### src/rtl/alu_operand_sequencer.sv
// Operand-entry front end for the 4-bit ALU: pushbutton sync, edge detect,
// entry FSM, one-cycle ALU fire and result capture.
//
// Ports:
//   hz100      system clock
//   reset      asynchronous active-low reset
//   pb[19:0]   raw buttons: [15:0] digits, [16] cin toggle, [17] enter,
//              [18] clear, [19] unused
//   alu_a/b    operand registers to the ALU
//   alu_ctrl   op select register
//   alu_cin    carry-in register
//   alu_en     ALU enable, high only in EXEC
//   alu_m/s/o/cout  ALU result and flags
//   res_m      captured result
//   res_flags  captured {S,O,Cout}
//   res_valid  high while a captured result is shown
//   state      current FSM state encoding
module alu_operand_sequencer #(
  parameter int SYNC_STAGES = 2
) (
  input  logic        hz100,
  input  logic        reset,
  input  logic [19:0] pb,
  output logic [3:0]  alu_a,
  output logic [3:0]  alu_b,
  output logic [2:0]  alu_ctrl,
  output logic        alu_cin,
  output logic        alu_en,
  input  logic [3:0]  alu_m,
  input  logic        alu_s,
  input  logic        alu_o,
  input  logic        alu_cout,
  output logic [3:0]  res_m,
  output logic [2:0]  res_flags,
  output logic        res_valid,
  output logic [2:0]  state
);

  typedef enum logic [2:0] {
    GET_A  = 3'd0,
    GET_B  = 3'd1,
    GET_OP = 3'd2,
    EXEC   = 3'd3,
    SHOW   = 3'd4
  } state_t;

  localparam int WARM = SYNC_STAGES + 1;
  localparam int WW   = $clog2(WARM + 1);
  localparam logic [WW-1:0] WARM_V = WW'(WARM);

  state_t      r_state;
  logic [18:0] r_sync [SYNC_STAGES];
  logic [18:0] r_prev;
  logic [WW-1:0] r_warm;

  logic [18:0] w_synced;
  logic [18:0] w_evt;
  logic        w_live;
  logic        w_clr;
  logic        w_ent;
  logic        w_tog;
  logic        w_dig_any;
  logic [3:0]  w_dig;
  logic        w_unused;

  assign w_unused = &{1'b0, pb[19]};

  // Synchronizer chain and per-bit edge history.
  always_ff @(posedge hz100 or negedge reset) begin
    if (!reset) begin
      for (int i = 0; i < SYNC_STAGES; i++) begin
        r_sync[i] <= '0;
      end
      r_prev <= '0;
    end else begin
      r_sync[0] <= pb[18:0];
      for (int i = 1; i < SYNC_STAGES; i++) begin
        r_sync[i] <= r_sync[i-1];
      end
      r_prev <= w_synced;
    end
  end

  // The sync chain restarts from zero after reset, so a button held
  // through reset would look like a fresh press once it refills.
  // Events stay masked until the history has caught up with the chain.
  always_ff @(posedge hz100 or negedge reset) begin
    if (!reset) begin
      r_warm <= '0;
    end else if (r_warm != WARM_V) begin
      r_warm <= r_warm + 1'b1;
    end
  end

  assign w_live   = (r_warm == WARM_V);
  assign w_synced = r_sync[SYNC_STAGES-1];
  assign w_evt    = w_synced & ~r_prev & {19{w_live}};

  // Priority: clear > enter > cin toggle > lowest digit.
  assign w_clr = w_evt[18];
  assign w_ent = w_evt[17] & ~w_evt[18];
  assign w_tog = w_evt[16] & ~w_evt[17] & ~w_evt[18];
  assign w_dig_any = (|w_evt[15:0]) & ~(|w_evt[18:16]);

  always_comb begin
    w_dig = 4'd0;
    for (int i = 15; i >= 0; i--) begin
      if (w_evt[i]) begin
        w_dig = 4'(i);
      end
    end
  end

  always_ff @(posedge hz100 or negedge reset) begin
    if (!reset) begin
      r_state   <= GET_A;
      alu_a     <= '0;
      alu_b     <= '0;
      alu_ctrl  <= '0;
      alu_cin   <= 1'b0;
      res_m     <= '0;
      res_flags <= '0;
    end else if (w_clr) begin
      r_state   <= GET_A;
      alu_a     <= '0;
      alu_b     <= '0;
      alu_ctrl  <= '0;
      alu_cin   <= 1'b0;
      res_m     <= '0;
      res_flags <= '0;
    end else begin
      case (r_state)
        GET_A: begin
          if (w_ent) begin
            r_state <= GET_B;
          end else if (w_tog) begin
            alu_cin <= ~alu_cin;
          end else if (w_dig_any) begin
            alu_a <= w_dig;
          end
        end
        GET_B: begin
          if (w_ent) begin
            r_state <= GET_OP;
          end else if (w_tog) begin
            alu_cin <= ~alu_cin;
          end else if (w_dig_any) begin
            alu_b <= w_dig;
          end
        end
        GET_OP: begin
          if (w_ent) begin
            r_state <= EXEC;
          end else if (w_tog) begin
            alu_cin <= ~alu_cin;
          end else if (w_dig_any && !w_dig[3]) begin
            alu_ctrl <= w_dig[2:0];
          end
        end
        EXEC: begin
          res_m     <= alu_m;
          res_flags <= {alu_s, alu_o, alu_cout};
          r_state   <= SHOW;
        end
        SHOW: begin
          if (w_ent) begin
            r_state <= GET_A;
          end
        end
        default: begin
          r_state <= GET_A;
        end
      endcase
    end
  end

  // Pure state decodes so an async reset drops them immediately.
  assign alu_en    = (r_state == EXEC);
  assign res_valid = (r_state == SHOW);
  assign state     = r_state;

endmodule

### config.mk
export PLATFORM = sky130hd
export DESIGN_NAME = alu_operand_sequencer
export DESIGN_NICKNAME = d
export VERILOG_FILES = /design/src/rtl/alu_operand_sequencer.sv
export SDC_FILE = /design/constraint.sdc
export NUM_CORES = 1
export LEC_CHECK = 0
export BUFFER_PORTS_ARGS = -buffer_cell sky130_fd_sc_hd__buf_4
export CAP_MARGIN = 20
export CORE_UTILIZATION = 49
export DETAILED_ROUTE_END_ITERATION = 8
export PLACE_DENSITY = 0.79
export SLEW_MARGIN = 15
export SYNTH_ARGS = -nofsm -noshare
export SYNTH_HDL_FRONTEND = slang
export SYNTH_SLANG_ARGS = --single-unit
export TNS_END_PERCENT = 20
### constraint.sdc
create_clock -name hz100 -period 1.75 [get_ports hz100]
set_input_delay 0.175 -clock hz100 [delete_from_list [all_inputs] [get_ports hz100]]
set_output_delay 0.175 -clock hz100 [all_outputs]
set_load 0.01 [all_outputs]
Word-level counts from Yosys, hierarchy flattened

Cells that the tools add are included.

Register bits after elaboration: 81

Mux-type cells: 42
Bitwise logic cells: 11
Equality and inequality tests: 12
Reductions and logical operators: 19
Add/sub/neg operators: 1

Operators with widths:

| kind                  | count |
|---|---|
| $mux W4               | 25 |
| $and A19 B19 Y19      | 2 |
| $mux W3               | 12 |
| $not A19 Y19          | 1 |
| $reduce_and A4 Y1     | 4 |
| $reduce_bool A2 Y1    | 8 |
| $reduce_or A16 Y1     | 1 |
| $pmux W3 S5           | 1 |
| $ne A3 B3 Y1 const B  | 3 |
| $eq A3 B2 Y1 const B  | 2 |
| $ne A2 B2 Y1 const B  | 3 |
| $reduce_or A3 Y1      | 2 |
| $and A1 B1 Y1         | 4 |
| $mux W1               | 4 |
| $not A1 Y1            | 4 |
| $eq A3 B1 Y1 const B  | 1 |
| $eq A3 B3 Y1 const B  | 1 |
| $logic_not A3 Y1      | 1 |
| $ne A3 B1 Y1 const B  | 1 |
| $reduce_and A3 Y1     | 1 |
| $add A2 B1 Y2 const B | 1 |
| $eq A2 B2 Y1 const B  | 1 |
| $logic_and A1 B1 Y1   | 1 |
| $logic_not A1 Y1      | 1 |

Logic depth before layout (Yosys ltp)

Depth in word-level cells: 26
Gate-level depth with buffers: 7
Mapped depth without buffers: 6

Worst setup path before layout

No wires, ideal clock.

Path kind: register to register
Start: register r_warm[0]
End: register alu_a[2]
Required time: 1.622 ns
Stages on the path, launching flop included: 7
Path buffers: 2
Path slack: -0.145 ns
Arrival: 1.768 ns
Cells stage by stage: dfrtp_1 ha_1 buf_2 buf_1 o21ai_0 a21oi_1 mux2_1

Word-level cells in the longest chain between the ends: 23
Elaborated cells between the ends (all ways): 37

RTL lines:

| element                | RTL line | text |
|---|---|---|
| from (decl)            | 54       | `logic [WW-1:0] r_warm;` |
| from (signal assigned) | 91       | `r_warm <= r_warm + 1'b1;` |
| $eq A2 B2 Y1 *         | 95       | `assign w_live = (r_warm == WARM_V);` |
| $and A19 B19 Y19 *     | 97       | `assign w_evt = w_synced & ~r_prev & {19{w_live}};` |
| $mux W4 (16 in series) | 108      | `if (w_evt[i]) begin` |
| $mux W4                | 138      | `end else if (w_dig_any) begin` |
| $mux W4 (2 in series)  | --       |  |
| $mux W4                | 132      | `case (r_state)` |
| $mux W4                | 123      | `end else if (w_clr) begin` |
| to (signal assigned)   | 139      | `alu_a <= w_dig;` |
| to (decl)              | 24       | `output logic [3:0] alu_a,` |

Mark *: on every way between the ends. The rest lies on a longest branch, timed or not. The select of a mux whose other input is x is not followed.
A chain may end at the register's enable or synchronous reset.

Worst setup path in the final report

Start: register r_prev[11]
End: register alu_ctrl[0]

Word-level cells in the longest chain between the ends: 20
Elaborated cells between the ends (all ways): 26

RTL lines:

| element                          | RTL line | text |
|---|---|---|
| from (decl)                      | 53       | `logic [18:0] r_prev;` |
| from (signal assigned)           | 80       | `r_prev <= w_synced;` |
| $not A19 Y19 *                   | 97       |  |
| $and A19 B19 Y19 * (2 in series) | 97       |  |
| $mux W4 (12 in series)           | 108      |  |
| $mux W3                          | 156      | `end else if (w_dig_any && !w_dig[3]) begin` |
| $mux W3                          | 154      | `end else if (w_tog) begin` |
| $mux W3                          | 152      | `if (w_ent) begin` |
| $mux W3                          | 132      |  |
| $mux W3                          | 123      |  |
| to (signal assigned)             | 157      | `alu_ctrl <= w_dig[2:0];` |
| to (decl)                        | 26       | `output logic [2:0] alu_ctrl,` |

Marked as above.

==> results.md <==
- Final min period: 1.828 ns
- Final RePlAce weighted congestion: 0.8334
- Crit path buffers/inverters: 0
- Reg2Reg Depth: 5
- Post-synthesis net count: 237
- Fin crit share: 104.5%
- CTS tree: yes
- Cells after Synth: 206
- Final WS setup: -0.07823 ns
- Core area: 5540 sq um
- Seq/Total Area, Yosys: 71.55%
- Register bit count reported by yosys: 81
- Crit-path slowest cell: dfrtp_1
- Reg2reg end: alu_ctrl[0]
- Crit path cell chain: or2b_2 -> a311o_1 -> a32o_1 -> a22oi_1 -> mux2_4
- Slew Viols, Final: 0
- FILL cells: 397
- Total grt overflow: 0
- Crit path DAT: 2.11 ns
- 1st-iter DRT viols: 49
- Setup violators final: 8
- Clk_skew: 0.005451 ns
- Status: complete, but fails checks
- Cell area after synthesis: 2833 sq um
- CTS Buffer Depth: 2
- Clock Pin Slew Worst Setup and Hold Paths: 0.07 ns
- Synth cell types: 42
- Total track usage: 18.19%
- Data required time at the worst endpoint: 2.03 ns
- CP max FO: 3
- Initial core utilization: 51.13%
- Area Growth Syn to Fin: 38.69%
- Cts bufs inserted: 9
- Post-DRT Antenna Nets: 0
- Top cell family by delay on the critical path: compound AO/OA/AOI/OAI gates
- Die X: 78.04 um
- Hold WC Path Type: input port to register
- Critical Path Start Type: register
- RSZ-0062 raised after global routing: yes
- Worst setup EP type: register
- P_leak: 1.820 nW
- Antenna Cells: 0
- DRC Markers: 0
- WL final: 4793 um
- WL/cell: 12.78 um
- Critical Path Stages: 5
- Final hold vios: 0
- Die Area: 6089 sq um
- Worst-skew pair later-pin latency: 0.34 ns
- Worst VDD drop: 0.7809 mV
- Vias in the first global route: 1905
- Setup crit start: r_prev[11]
- Vias per cell: 4.901
- FF/Latch Area: 2028 sq um
- Clock sink count: 81
- Max-Cap Viols: 0
- Placement Rows: 27
- Worst R2R Start: r_prev[11]
- Input/output buffers: 51
- Layout net count: 329
- Worst-margin pin slew: 0.4966 ns
- Setup CP Type: register to register
- Crit-path max cell delay: 0.41 ns
- Slew HR: 66.89%
- Largest net degree at the start of global routing: 44
- Die height: 78.04 um
- Initial antenna violation count: 0
- First-pass GRT wire length: 8190 um
- DR vias: 1838
- Reg2Reg Setup Slack: -0.08 ns
- Worst hold margin: 0.07682 ns
- Detailed placement HPWL: 3361 um
- Yosys warns: 0
- Total power after layout: 4.434 mW
- Share of cells above drive strength 1: 33.99%
- PD cells: 1129 nW/um^2
- Total setup buffers inserted after CTS: 0
- H-tree Lvls: 3
- Syn_area_per_cell: 13.75 sq um
- End of the critical path: alu_ctrl[0]
- IO Count: 53
- Fmax: 0.5470 GHz
- Failing checks: negative setup slack
- Drt pass-1 iters: 4
- CTS Root Cell: clkbuf_8
- Setup TNS: -0.3800 ns
- Footprint of the multi-input gates: 854.6 sq um
[power breakdown]
| part | switching, mW | internal (mW) | total, mW | leakage, nW |
|---|---|---|---|---|
| combinational | 0.348 | 0.440 | 0.788 | 0.743 |
| sequential | 0.123 | 2.07 | 2.19 | 0.970 |
| clock | 0.611 | 0.846 | 1.46 | 0.107 |
| total | 1.08 | 3.35 | 4.43 | 1.82 |
[worst min-delay path, delay by kind of cell]
family	cells	cell delay (ns)
compound gates	1	0.05
buf+inv	1	0.11
simple gates	1	0.04
[flip-flops by register name, indices dropped and copies added (netlist names)]
name	flops
r_sync	19
alu_a	4
res_flags	3
r_warm	2
alu_b	4
alu_ctrl	3
state	3
w_synced	19
r_prev	19
alu_cin	1
res_m	4
[cells in the final DEF, fill, tap and decap left out, drive strengths merged, types with 2 or more instances in the layout]
master,n
nand4,2
a22oi,2
ha,2
clkinvlp,2
nand3,2
nor2,6
nand2,19
nor3,4
inv,5
nand2b,11
o311ai,2
mux2,11
nand3b,7
dlygate4sd3,20
o21ai,6
dfrtp,81
nor2b,5
bufinv,2
o21bai,2
o22a,2
clkbuf,12
buf,66
a21oi,14
[cell usage after synthesis]
| cell type | n | area share [%] |
|---|---|---|
| dfrtp_1 | 81 | 72 |
| nand2_1 | 19 | 2.5 |
| a21oi_1 | 14 | 2.5 |
| nand2b_1 | 11 | 2.4 |
| nand3b_1 | 7 | 1.9 |
| mux2_1 | 6 | 2.4 |
| nor2_1 | 6 | 0.79 |
| o21ai_0 | 6 | 1.1 |
| inv_1 | 5 | 0.66 |
| mux2_2 | 5 | 2.0 |
| nor2b_1 | 4 | 0.88 |
| nor3_1 | 4 | 0.71 |
| clkbuf_1 | 3 | 0.40 |
| a22oi_1 | 2 | 0.53 |
| ha_1 | 2 | 0.88 |
| nand3_1 | 2 | 0.35 |
| nand4_1 | 2 | 0.44 |
| o21bai_1 | 2 | 0.53 |
| o22a_2 | 2 | 0.71 |
| a211oi_1 | 1 | 0.27 |
| a21o_1 | 1 | 0.27 |
| a221oi_1 | 1 | 0.31 |
| a311o_1 | 1 | 0.35 |
| a31oi_1 | 1 | 0.22 |
| a32o_1 | 1 | 0.35 |
| and2_1 | 1 | 0.22 |
| and2b_4 | 1 | 0.35 |
| and3b_1 | 1 | 0.31 |
| buf_1 | 1 | 0.13 |
| buf_2 | 1 | 0.18 |
| clkinv_1 | 1 | 0.13 |
| nor2b_4 | 1 | 0.49 |
| nor4_2 | 1 | 0.44 |
| o211a_1 | 1 | 0.35 |
| o211ai_1 | 1 | 0.27 |
| o21a_1 | 1 | 0.27 |
| o311ai_0 | 1 | 0.31 |
| o311ai_1 | 1 | 0.31 |
| o41a_1 | 1 | 0.40 |
| or2b_2 | 1 | 0.31 |
| xnor2_1 | 1 | 0.31 |
| xor2_1 | 1 | 0.31 |
[cells by family (layout without fill, tap and decap cells)]
logic type               Yosys count  in the layout  synth area share, %
flip-flops                        81             81                71.55
XOR/XNOR                           2              2               0.6185
AO/OA/AOI/OAI                     38             38                8.967
AND/OR/NAND/NOR                   61             61                12.10
buffers and inverters             11            108                1.501
adder cells (fa/ha/maj)            2              2               0.8833
multiplexers                      11             11                4.372
[worst min-delay path by stage]
stage / startpoint / to / slack (ns) / depth (start not counted)
floorplan: reset / alu_a[0] / -0.12 / 0
global placement: reset / w_synced[10] / 0.18 / 1
detailed placement: reset / r_prev[10] / 0.18 / 1
CTS: alu_m[3] / res_m[3] / 0.06 / 3
global route: alu_m[2] / res_m[2] / 0.07 / 3
finish: alu_cout / res_flags[0] / 0.08 / 3
[metal layers]
metal | wire, um | global-route usage (%)
met1 | 2115 | 22.05
met2 | 2320 | 29.12
met3 | 236 | 5.000
met4 | 121 | 11.11
met5 | 0 | 0
[cell type report]
cell class                 instances  area share, %
timing repair buffer              86          18.03
tap                               72          2.293
clock buffer                      12          3.694
sequential                        81          51.62
inverter                           6         0.6688
clock inverter                     4          1.943
multi-input combinational        114          21.75
[what timing repair did]
action                                 in CTS  in global routing
pin swaps                                   1                  1
endpoints found under the hold margin      57                  0
gates resized for setup                     4                  4
hold buffers                               20                  0
setup endpoints to repair                  10                 12
[per-stage QoR]
| stage | worst slack (ns) | cells | cell area (sq um) | util, % |
|---|---|---|---|---|
| 5_1_grt | -0.1714 | 375 | 3929 | 70.91 |
| 4_1_cts | -0.08031 | 375 | 3914 | 70.64 |
| 3_3_place_gp | -0.07507 | 339 | 3470 | 62.62 |
| 3_5_place_dp | -0.1762 | 339 | 3470 | 62.62 |
| 6_report | -0.07823 | 375 | 3929 | 70.91 |
| 2_1_floorplan | -0.004900 | 206 | 2900 | - |
No activity file was read; power rests on OpenSTA's default activity.
